## src/rtl/io_input_conditioner.sv

```systemverilog
// io_input_conditioner
//
// Input stage for the data-memory IO block. Raw slide switches and push
// buttons are polarity-normalised, passed through a 2-flop synchroniser and
// debounced per bit. The result is the 14-bit (by default) io_input_bus
// sampled by the memory-mapped IO read path.
//
// Ports:
//   clock         system clock, all logic on posedge
//   reset         synchronous, active-high reset
//   sw_raw        asynchronous slide switch inputs, active-high
//   btn_raw       asynchronous push buttons, polarity set by BTN_ACTIVE_LOW
//   io_input_bus  [SW_WIDTH-1:0] debounced switches,
//                 [SW_WIDTH+i]   debounced button i (1 = pressed)
//   btn_press     one-cycle pulse per accepted button press
//   stable        high once the post-reset settle time has elapsed
//
// Optional build macro: IO_INPUT_TOGGLE_EN
//   When defined, io_input_bus[SW_WIDTH+i] carries a toggle flop that flips
//   on every btn_press[i] pulse instead of the debounced button level.
//   Switch bits, btn_press and stable are identical in both builds.

module io_input_conditioner #(
  parameter int SW_WIDTH        = 10,
  parameter int BTN_WIDTH       = 4,
  parameter int DEBOUNCE_CYCLES = 50000,
  parameter int BTN_ACTIVE_LOW  = 1
) (
  input  logic                          clock,
  input  logic                          reset,
  input  logic [SW_WIDTH-1:0]           sw_raw,
  input  logic [BTN_WIDTH-1:0]          btn_raw,
  output logic [SW_WIDTH+BTN_WIDTH-1:0] io_input_bus,
  output logic [BTN_WIDTH-1:0]          btn_press,
  output logic                          stable
);

  localparam int N     = SW_WIDTH + BTN_WIDTH;
  localparam int CNT_W = (DEBOUNCE_CYCLES > 1) ? $clog2(DEBOUNCE_CYCLES + 1) : 1;
  localparam int SET_W = $clog2(DEBOUNCE_CYCLES + 3);

  localparam logic [CNT_W-1:0] CNT_LAST = CNT_W'(DEBOUNCE_CYCLES - 1);
  // stable rises on the (DEBOUNCE_CYCLES+3)-th edge after reset release,
  // i.e. when the counter already holds DEBOUNCE_CYCLES+2 before that edge.
  localparam logic [SET_W-1:0] SET_LAST = SET_W'(DEBOUNCE_CYCLES + 2);

  logic [BTN_WIDTH-1:0] btn_norm;
  logic [N-1:0]         raw_p0;
  logic [N-1:0]         sync_p1;
  logic [N-1:0]         sync_p2;
  logic [N-1:0]         deb_p3;
  logic [CNT_W-1:0]     cnt_p3 [N];
  logic [N-1:0]         accept;
  logic [BTN_WIDTH-1:0] rise_btn;
  logic [BTN_WIDTH-1:0] press_next;
  logic [SET_W-1:0]     settle_cnt;

  // ---- stage p0: polarity normalisation (everything after is active-high)
  assign btn_norm = (BTN_ACTIVE_LOW != 0) ? ~btn_raw : btn_raw;
  assign raw_p0   = {btn_norm, sw_raw};

  // ---- stage p1/p2: two-flop synchroniser
  always_ff @(posedge clock) begin
    if (reset) begin
      sync_p1 <= '0;
      sync_p2 <= '0;
    end else begin
      sync_p1 <= raw_p0;
      sync_p2 <= sync_p1;
    end
  end

  // ---- stage p3: per-bit debounce
  // A bit is accepted on the edge where it has disagreed with deb for
  // DEBOUNCE_CYCLES consecutive edges; any agreement clears the count.
  always_comb begin
    accept = '0;
    for (int i = 0; i < N; i++) begin
      accept[i] = (sync_p2[i] != deb_p3[i]) && (cnt_p3[i] == CNT_LAST);
    end
  end

  always_ff @(posedge clock) begin
    if (reset) begin
      deb_p3 <= '0;
      for (int i = 0; i < N; i++) begin
        cnt_p3[i] <= '0;
      end
    end else begin
      for (int i = 0; i < N; i++) begin
        if (sync_p2[i] == deb_p3[i]) begin
          cnt_p3[i] <= '0;
        end else if (accept[i]) begin
          deb_p3[i] <= sync_p2[i];
          cnt_p3[i] <= '0;
        end else begin
          cnt_p3[i] <= cnt_p3[i] + CNT_W'(1);
        end
      end
    end
  end

  // ---- stage p4: press pulses and settle flag
  // Only 0->1 acceptances pulse, and only once the settle time is over, so
  // buttons held through reset never generate a phantom press.
  assign rise_btn   = accept[N-1:SW_WIDTH] & sync_p2[N-1:SW_WIDTH];
  assign press_next = rise_btn & {BTN_WIDTH{stable}};

  always_ff @(posedge clock) begin
    if (reset) begin
      btn_press  <= '0;
      settle_cnt <= '0;
      stable     <= 1'b0;
    end else begin
      btn_press <= press_next;
      if (!stable) begin
        if (settle_cnt == SET_LAST) begin
          stable <= 1'b1;
        end else begin
          settle_cnt <= settle_cnt + SET_W'(1);
        end
      end
    end
  end

`ifdef IO_INPUT_TOGGLE_EN
  logic [BTN_WIDTH-1:0] toggle_p4;

  // Toggle flips on the same edge btn_press is registered, so the bus bit
  // changes in the cycle the pulse is visible.
  always_ff @(posedge clock) begin
    if (reset) begin
      toggle_p4 <= '0;
    end else begin
      toggle_p4 <= toggle_p4 ^ press_next;
    end
  end

  assign io_input_bus = {toggle_p4, deb_p3[SW_WIDTH-1:0]};
`else
  assign io_input_bus = deb_p3;
`endif

endmodule

```

## config.mk

```make
export PLATFORM = sky130hd
export DESIGN_NAME = io_input_conditioner
export DESIGN_NICKNAME = d
export VERILOG_FILES = /design/src/rtl/io_input_conditioner.sv
export SDC_FILE = /design/constraint.sdc
export NUM_CORES = 1
export LEC_CHECK = 0
export CORE_MARGIN = 2
export CORE_UTILIZATION = 40
export DETAILED_ROUTE_END_ITERATION = 16
export GPL_ROUTABILITY_DRIVEN = 0
export PLACE_DENSITY_LB_ADDON = 0.25
export SLEW_MARGIN = 10
export SYNTH_ARGS = -nofsm -noshare
export SYNTH_HDL_FRONTEND = slang
export SYNTH_SLANG_ARGS = --single-unit
export TNS_END_PERCENT = 100
```

## constraint.sdc

```tcl
create_clock -name clock -period 6.4 [get_ports clock]
set_input_delay 1.28 -clock clock [delete_from_list [all_inputs] [get_ports clock]]
set_output_delay 1.28 -clock clock [all_outputs]
set_load 0.01 [all_outputs]
```

==> flow_summary_export.csv, run 1 <==
group,metric,value,unit
cts,post_cts.repair.setup_buffers,0,
sta,setup_viol,0,
detailed_routing,num_vias,10200,
critical_path,path_buf_inv,1,
critical_path,reg2reg_from,"cnt_p3[0][28]",
synthesis,synthArstFlopShare,0,%
placed_design,dp.final_hpwl,17.9,mm
critical_path,critPathCaptureType,"primary output",
critical_path,ff2ff_setup_slack,4.00,ns
detailed_routing,ant_nets,0,
pwr,power_density,246,nW/µm²
cts,htreeDepth,2,
floorplan,dieHeight,194,µm
synthesis,synth_area,14400,µm²
critical_path,reg2reg_depth,4,
detailed_routing,wl_per_cell,12.4,µm
critical_path,timing.rr.end,"cnt_p3[0][19]",
detailed_routing,vias_per_cell,4.85,
sta,finClkSkew,0.0180,ns
global_route,track_usage,14.1,%
cts,cts.sinks,287,
cts,clk_pin_slew_worst_paths,0.06,ns
critical_path,crit_fanout,4,
floorplan,start_util,40.6,%
synthesis,syn-mean-instance-area,10.6,µm²
sta,period_share,44.6,%
worst_hold_path,min_path_type,"reg2reg",
sta,fmax,350,MHz
placed_design,post_dp_cell_area,16000,µm²
floorplan,num_rows,69,
sta,grt_setup_unrepaired,"no",
detailed_routing,drc,0,
cells_and_area,nNetsFinal,1645,
floorplan,die_x,194,µm
critical_path,worst-setup-path-type,"reg2out",
synthesis,seq_area_frac_synth,55.4,%
cells_and_area,antenna_cells,0,
cells_and_area,nFillCells,3300,
critical_path,start_kind,"register",
placed_design,io_buffers,34,
detailed_routing,drt_iter0_drc,395,
cts,cts_made_buffers,35,
pwr,ir_drop,0.000207,V
floorplan,boundaryPins,35,
cells_and_area,final_area,17100,µm²
global_route,grt_max_degree,51,
cts,cts-root-buf,"clkbuf_16",
cells_and_area,syn2layout_area_growth,18.6,%
synthesis,synth-main-ff-cell,"edfxtp_1",
cts,cts_hold_buf,0,
global_route,grt_remaining_overflow,0,
synthesis,synth_largest_area_cell,"edfxtp_1",
synthesis,synth_warnings,0,
global_route,grt_pass1_vias,9812,
sta,relSlewSlack,31.7,%
sta,fin_tns_setup,0,ns
sta,fin_crit,2.86,ns
global_route,grt_pass1_wl,45.2,mm
synthesis,synthTopCellsByCount,"224 x edfxtp_1, 212 x nor2_1, 88 x xnor2_1, 86 x xor2_1, 73 x nand3_1",
floorplan,die-area,37600,µm²
synthesis,synth_edf_count,224,
sta,final_hold_viol_count,0,
worst_hold_path,hold_end,"sync_p2[4]",
global_route,antenna_found_initial,0,
worst_hold_path,hp-start,"sync_p1[4]",
synthesis,synth_area_leaders,"edfxtp_1 47%, dfxtp_1 8.8%, nor2_1 5.5%",
floorplan,core_area,35500,µm²
worst_hold_path,min_path_cells,1,
synthesis,synth_most_common_cell,"edfxtp_1",
critical_path,slowest_delay,0.66,ns
sta,worstMarginPinSlew,1.02,ns
synthesis,synth_seq_cells,287,
detailed_routing,firstDrtPassIters,5,
critical_path,required,5.12,ns
critical_path,cp.arrival,1.58,ns
cells_and_area,drive_gt1_share,4.21,%
synthesis,syn_inst,1365,
critical_path,path_cells,"clkdlybuf4s50_1",
cts,clock_path_buffers,3,
pwr,p_leak,6.00,nW
detailed_routing,drt_wl_total,26.1,mm
critical_path,worst_path_dominant_cell_family,"buffers and inverters",
synthesis,ys_types,51,
synthesis,synth_top_area_share,46.7,%
flow_run,cap_violations,0,
sta,drv_slew,0,
cts,cts_resized,0,
cts,cts_tree,"yes",
status,outcome,"finished, final reports clean",
cts,clkLatencyLatePin,0.51,ns
critical_path,cp_slowest_cell,"clkdlybuf4s50_1",
where the power goes:
part,leakage (nW),internal [mW],switching [mW]
Combinational,2.62,0.0648,0.0906
Sequential,2.82,2.08,0.0707
Clock,0.554,1.15,0.757
Total,6.00,3.29,0.918
cell usage in the layout (no fill, tap or decap), types with 4 or more instances in the layout:
cell | Yosys | final
and2_1 | 11 | 11
inv_1 | 39 | 39
nor2_1 | 212 | 212
or3_1 | 47 | 47
nor2b_1 | 30 | 30
mux2_2 | 4 | 4
nand3_1 | 73 | 73
mux2i_1 | 9 | 9
nor3_1 | 27 | 27
xnor2_1 | 88 | 88
clkbuf_1 | 38 | 9
nor4b_1 | 10 | 10
clkbuf_16 | 0 | 37
ha_1 | 16 | 16
and3_1 | 34 | 34
dfxtp_1 | 63 | 63
clkinv_2 | 0 | 9
nor4bb_1 | 14 | 14
or2_2 | 4 | 4
nand4_1 | 61 | 61
clkbuf_8 | 0 | 4
and4_1 | 16 | 16
conb_1 | 1 | 224
nand2b_1 | 7 | 7
a21oi_1 | 50 | 50
edfxtp_1 | 224 | 224
nand2_1 | 69 | 69
or4_1 | 19 | 19
nand4b_1 | 4 | 4
o31ai_1 | 11 | 11
nor4_1 | 28 | 28
clkdlybuf4s50_1 | 0 | 33
xor2_1 | 86 | 86
o21ai_0 | 37 | 37
through the flow:
step           total power [mW]  hold slack, ns  setup slack, ns  std cells  util, %
2_1_floorplan              2.29           0.414             3.77       1588        -
3_3_place_gp               2.34           0.416             3.09       2037     45.0
3_5_place_dp               2.34           0.427             3.04       2037     45.0
4_1_cts                    4.27           0.438             3.52       2099     48.2
5_1_grt                    4.39           0.458             3.39       2099     48.2
6_report                   4.21           0.430             3.54       2099     48.2
routing by layer:
metal / global-route usage [%] / routed length (µm)
met1: 18.6 / 12500
met5: 0 / 0
met2: 23.3 / 12000
met3: 3.08 / 1120
met4: 3.93 / 500
state kept, by name, summed over array words and instances (netlist names):
register / flops
sync_p2: 14
settle_cnt: 16
sync_p1: 14
stable: 1
io_input_bus: 14
btn_press: 4
cnt_p3: 224
worst max-delay path by stage:
stage | start | to | depth (start not counted)
2_1_floorplan | reset | cnt_p3[1][67] | 6
3_3_place_gp | reset | cnt_p3[1][3] | 5
3_5_place_dp | reset | cnt_p3[1][5] | 5
4_1_cts | io_input_bus[12] | io_input_bus[12] | 1
5_1_grt | reset | cnt_p3[1][7] | 5
6_report | io_input_bus[12] | io_input_bus[12] | 1
kinds of logic after synthesis:
group	Yosys count	share of synthesized area (%)
flops	287	55.4
xor+xnor	174	10.6
fa+ha+maj	16	1.39
compound gates	110	4.26
mux	13	0.938
simple gates	678	25.0
other cells	1	0.0260
buf+inv	86	2.34
final cells by class:
cell class              count  area, µm²  area share (%)
flip-flops and latches    287       7990            46.8
multi-input cells        1215       6920            40.5
clock buffers              50       1010            5.94
well taps                 461        577            3.38
repair buffers             35        345            2.02
inverters                  39        146           0.857
clock inverters            12       92.6           0.542
Power figures use the tool's default switching activity.
==> run 2, diff against run 1 <==
==> constraint.sdc (replaced) <==
create_clock -name clock -period 2.7 [get_ports clock]
set_input_delay 0.54 -clock clock [delete_from_list [all_inputs] [get_ports clock]]
set_output_delay 0.54 -clock clock [all_outputs]
set_load 0.01 [all_outputs]
==> run 2 against run 1 <==
Compared with the run above: combinational power grew 140%; die area is the same; sequential share of layout area shrank 0.15 points.
==> flow_summary_export.csv, run 2 (synthesis results as in run 1) <==
group,metric,value,unit
status,outcome,"finished, final reports clean",
global_route,track_usage,13.5,%
cts,cts_tree,"yes",
global_route,antenna_found_initial,0,
cts,clk_pin_slew_worst_paths,0.05,ns
sta,drv_slew,0,
detailed_routing,drc,0,
global_route,grt_util_met3,2.89,%
sta,setup_viol,0,
floorplan,start_util,40.6,%
detailed_routing,drt_wl_total,25.0,mm
sta,worst_slack,0.413,ns
flow_run,cap_violations,0,
placed_design,io_buffers,34,
global_route,grt-busiest-layer,"met2",
cts,post_cts.repair.setup_buffers,0,
sta,relSlewSlack,64.9,%
floorplan,die-area,37600,µm²
floorplan,dieHeight,194,µm
cells_and_area,drive_gt1_share,4.44,%
detailed_routing,num_vias,10100,
global_route,globalRouteMet1Util,18.4,%
placed_design,dp.final_hpwl,17.3,mm
detailed_routing,ant_nets,0,
pwr,ir_drop,0.000367,V
global_route,grt_max_degree,35,
cells_and_area,regMostFlops,"cnt_p3",
critical_path,cp.arrival,2.52,ns
detailed_routing,wl_per_cell,11.9,µm
cells_and_area,nFillCells,3284,
cts,cts_resized,0,
sta,fmax,437,MHz
global_route,grt_util_met2,21.2,%
critical_path,cp_slowest_cell,"or4_1",
sta,grt_setup_unrepaired,"no",
sta,period_share,84.7,%
cts,clkLatencyLatePin,0.51,ns
sta,fin_tns_setup,0,ns
cells_and_area,antenna_cells,0,
cells_and_area,syn2layout_area_growth,19.0,%
critical_path,slowest_delay,0.54,ns
sta,worstMarginPinSlew,0.527,ns
sta,finClkSkew,0.0122,ns
cts,cts.sinks,287,
worst_hold_path,min_path_type,"reg2reg",
cells_and_area,final_cell_mix,"224 x edfxtp_1, 224 x conb_1, 212 x nor2_1, 88 x xnor2_1, 86 x xor2_1",
cts,cts_hold_buf,0,
critical_path,critPathCaptureType,"register",
detailed_routing,firstDrtPassIters,4,
critical_path,worst-setup-path-type,"reg2reg",
cells_and_area,biggestRegsByFlops,"cnt_p3 (224), settle_cnt (16)",
critical_path,worst_path_dominant_cell_family,"simple AND/OR/NAND/NOR gates",
floorplan,core_area,35500,µm²
critical_path,required,2.94,ns
cts,cts-root-buf,"clkbuf_16",
cells_and_area,largest_reg_flops,224,
critical_path,start_kind,"register",
sta,final_hold_viol_count,0,
placed_design,pre_cts_ws,0.384,ns
global_route,grt_pass1_vias,9333,
cells_and_area,nNetsFinal,1651,
pwr,power_density,579,nW/µm²
cts,htreeDepth,2,
critical_path,path_buf_inv,0,
floorplan,boundaryPins,35,
global_route,grt_remaining_overflow,0,
sta,fin_crit,2.29,ns
cts,clock_path_buffers,3,
pwr,p_leak,6.02,nW
critical_path,crit_fanout,16,
detailed_routing,drt_iter0_drc,494,
global_route,grt_pass1_wl,43.5,mm
floorplan,die_x,194,µm
critical_path,path_cells,"or4_1 -> nor4_1 -> or3_1 -> nor2_1",
floorplan,num_rows,69,
detailed_routing,vias_per_cell,4.79,
cts,cts_made_buffers,34,
-- run 2: changes by cell type in the layout (fill, tap and decap cells not counted), moves of 2 or more --
cell	change
buf_4	+6
clkinv_1	+4
clkinv_2	-2
inv_6	-2
-- run 2: layer usage --
metal / part of all wire [%] / vias up
li1: - / 5253
met1: 49 / 4681
met2: 44 / 109
met3: 4.1 / 40
met4: 2.1 / 0
met5: 0 / -
-- run 2: area by class of cell --
cell class / instances / area [µm²] / share of cell area [%]
multi-input cells: 1215 / 6920 / 40.4
clock buffers: 49 / 1010 / 5.90
repair buffers: 42 / 410 / 2.39
inverters: 39 / 146 / 0.854
well taps: 461 / 577 / 3.36
clock inverters: 13 / 87.6 / 0.511
flip-flops and latches: 287 / 7990 / 46.6
-- run 2: path summary, 6_finish.rpt --
| check | from | to | slack (ns) | cells past startpoint |
|---|---|---|---|---|
| max | cnt_p3[0][28] | cnt_p3[0][23] | 0.41 | 4 |
| min | sync_p1[5] | sync_p2[5] | 0.43 | 1 |
| max reg2reg | cnt_p3[0][28] | cnt_p3[0][23] | 0.41 | 4 |
| min reg2reg | sync_p1[5] | sync_p2[5] | 0.43 | 1 |
-- run 2: power breakdown --
group	internal (mW)	total (mW)	leakage (nW)	switching, mW
clock	2.70	4.45	0.542	1.75
sequential	4.93	5.10	2.82	0.164
combinational	0.159	0.372	2.65	0.213
-- run 2: per-stage QoR --
stage	power, mW	util (%)	hold slack [ns]	area [µm²]	std cells
after floorplan	5.44	-	0.414	15200	1588
after global placement	5.54	45.2	0.417	16000	2044
after detailed placement	5.55	45.2	0.424	16000	2044
after CTS	10.1	48.3	0.435	17100	2106
after global routing	10.4	48.3	0.457	17100	2106
final	9.92	48.3	0.433	17100	2106
==> run 3, diff against run 2 <==
==> constraint.sdc (replaced) <==
create_clock -name clock -period 2.3 [get_ports clock]
set_input_delay 0.46 -clock clock [delete_from_list [all_inputs] [get_ports clock]]
set_output_delay 0.46 -clock clock [all_outputs]
set_load 0.01 [all_outputs]
==> run 3 against run 2 <==
Compared with the run above: sequential share of layout area is 0.65 points lower; clock skew is 0.0027 ns higher; core utilization is 0.68 points higher; wire length is 2.0% higher; cell area is 1.4% higher; clock power is 27% higher; worst setup slack worse by 0.28 ns; sequential power is 17% higher; non-clock buffer count is 19 higher.
==> flow_summary_export.csv, run 3 (synthesis results as in run 1) <==
group,metric,value,unit
sta,grt_setup_unrepaired,"no",
global_route,grt_pass1_wl,44.2,mm
detailed_routing,drt_wl_total,25.5,mm
global_route,track_usage,13.6,%
critical_path,cp-startpoint,"cnt_p3[1][23]",
pwr,p_leak,6.15,nW
placed_design,pre_cts_ws,0.116,ns
floorplan,num_rows,69,
cts,clock_path_buffers,3,
cells_and_area,seqCellArea,7990,µm²
cts,clk_pin_slew_worst_paths,0.06,ns
sta,final_hold_viol_count,0,
sta,setup_viol,0,
cells_and_area,multi_input_area,6930,µm²
detailed_routing,drt_iter0_drc,535,
sta,fin_crit,2.17,ns
detailed_routing,drc,0,
floorplan,core_area,35500,µm²
detailed_routing,wl_per_cell,12.0,µm
detailed_routing,firstDrtPassIters,5,
cells_and_area,final_area,17400,µm²
cells_and_area,drive_gt1_share,5.94,%
cts,cts-root-buf,"clkbuf_16",
cts,clkLatencyLatePin,0.51,ns
status,outcome,"finished, final reports clean",
cts,htreeDepth,2,
cells_and_area,syn2layout_area_growth,20.6,%
critical_path,critPathCaptureType,"register",
pwr,power_density,695,nW/µm²
sta,relSlewSlack,65.1,%
cells_and_area,antenna_cells,0,
detailed_routing,ant_nets,0,
placed_design,post_dp_cell_area,16200,µm²
critical_path,path_cells,"or4b_1 -> or4_4 -> o21ai_2 -> buf_12 -> nor2_1",
cells_and_area,nNetsFinal,1671,
cts,cts_tree,"yes",
critical_path,slowest_delay,0.53,ns
cells_and_area,final_cell_mix,"224 x edfxtp_1, 224 x conb_1, 212 x nor2_1, 88 x xnor2_1, 86 x xor2_1",
global_route,grt_remaining_overflow,0,
placed_design,dp.final_hpwl,17.8,mm
sta,period_share,94.4,%
critical_path,required,2.57,ns
cells_and_area,regMostFlops,"cnt_p3",
global_route,antenna_found_initial,0,
placed_design,io_buffers,34,
worst_hold_path,hp-start,"reset",
floorplan,die_x,194,µm
cells_and_area,biggestRegsByFlops,"cnt_p3 (224), settle_cnt (16)",
critical_path,start_kind,"register",
floorplan,dieHeight,194,µm
sta,drv_slew,0,
flow_run,cap_violations,0,
cts,cts_hold_buf,0,
global_route,grt_max_degree,20,
critical_path,crit_fanout,12,
sta,fin_tns_setup,0,ns
cts,cts.sinks,287,
critical_path,cp.arrival,2.44,ns
sta,fmax,461,MHz
detailed_routing,vias_per_cell,4.80,
critical_path,worst-setup-path-type,"reg2reg",
pwr,ir_drop,0.000489,V
global_route,grt_pass1_vias,9658,
sta,finClkSkew,0.0149,ns
cells_and_area,largest_reg_flops,224,
cts,cts_made_buffers,35,
detailed_routing,num_vias,10200,
floorplan,boundaryPins,35,
critical_path,reg2reg_from,"cnt_p3[1][23]",
worst_hold_path,min_path_type,"in2reg",
cells_and_area,post-route-util,49.0,%
sta,worst_slack,0.129,ns
sta,worstMarginPinSlew,0.516,ns
cells_and_area,nFillCells,3266,
critical_path,cp_slowest_cell,"or4b_1",
floorplan,start_util,40.6,%
floorplan,die-area,37600,µm²
-- run 3: cell count changes in the layout (fill, tap and decap cells not counted), sizes merged --
cell,previous run,this run
buf,9,28
bufinv,1,5
clkinv,11,7
inv,39,43
clkbuf,49,46
clkinvlp,1,2
-- run 3: layout make-up --
class,instances,share of cell area [%]
multi-input combinational,1215,39.9
timing repair buffer,61,3.18
clock inverter,18,1.41
sequential,287,45.9
tap,461,3.32
inverter,39,0.842
clock buffer,46,5.45
-- run 3: worst paths after layout --
| check | endpoint | cells after the start | slack (ns) |
|---|---|---|---|
| min | io_input_bus[7] | 2 | 0.32 |
| max | cnt_p3[1][25] | 5 | 0.13 |
| min reg2reg | sync_p2[8] | 1 | 0.43 |
| max reg2reg | cnt_p3[1][25] | 5 | 0.13 |
-- run 3: power breakdown --
group | total (mW) | internal (mW) | switching (mW)
Clock | 5.65 | 3.50 | 2.15
Combinational | 0.453 | 0.197 | 0.256
Sequential | 5.98 | 5.79 | 0.192
Total | 12.1 | 9.48 | 2.60
-- run 3: metrics by stage --
stage	power, mW	cells	hold slack (ns)
floorplan	6.38	1588	0.414
global placement	6.52	2063	0.417
detailed placement	6.53	2063	0.425
CTS	12.3	2127	0.304
global route	12.6	2127	0.316
finish	12.1	2127	0.318
-- run 3: routing by layer --
layer	track usage [%]	share of wire (%)	wire, µm
met3	2.57	3.5	882
met1	18.6	48	12300
met5	0	0	0
met4	4.01	2.2	563
met2	22.1	46	11700
-- run 3: what timing repair did --
item	4_1_cts	5_1_grt
gates resized for setup	0	1
setup buffers	0	0
endpoints found under the setup margin	0	9
-- run 3: worst max-delay path: cells and delay by family (launching register included) --
kind,cells,cell delay (ns)
simple gates,3,1.08
buf+inv,1,0.17
compound gates,1,0.25
flops,1,0.42
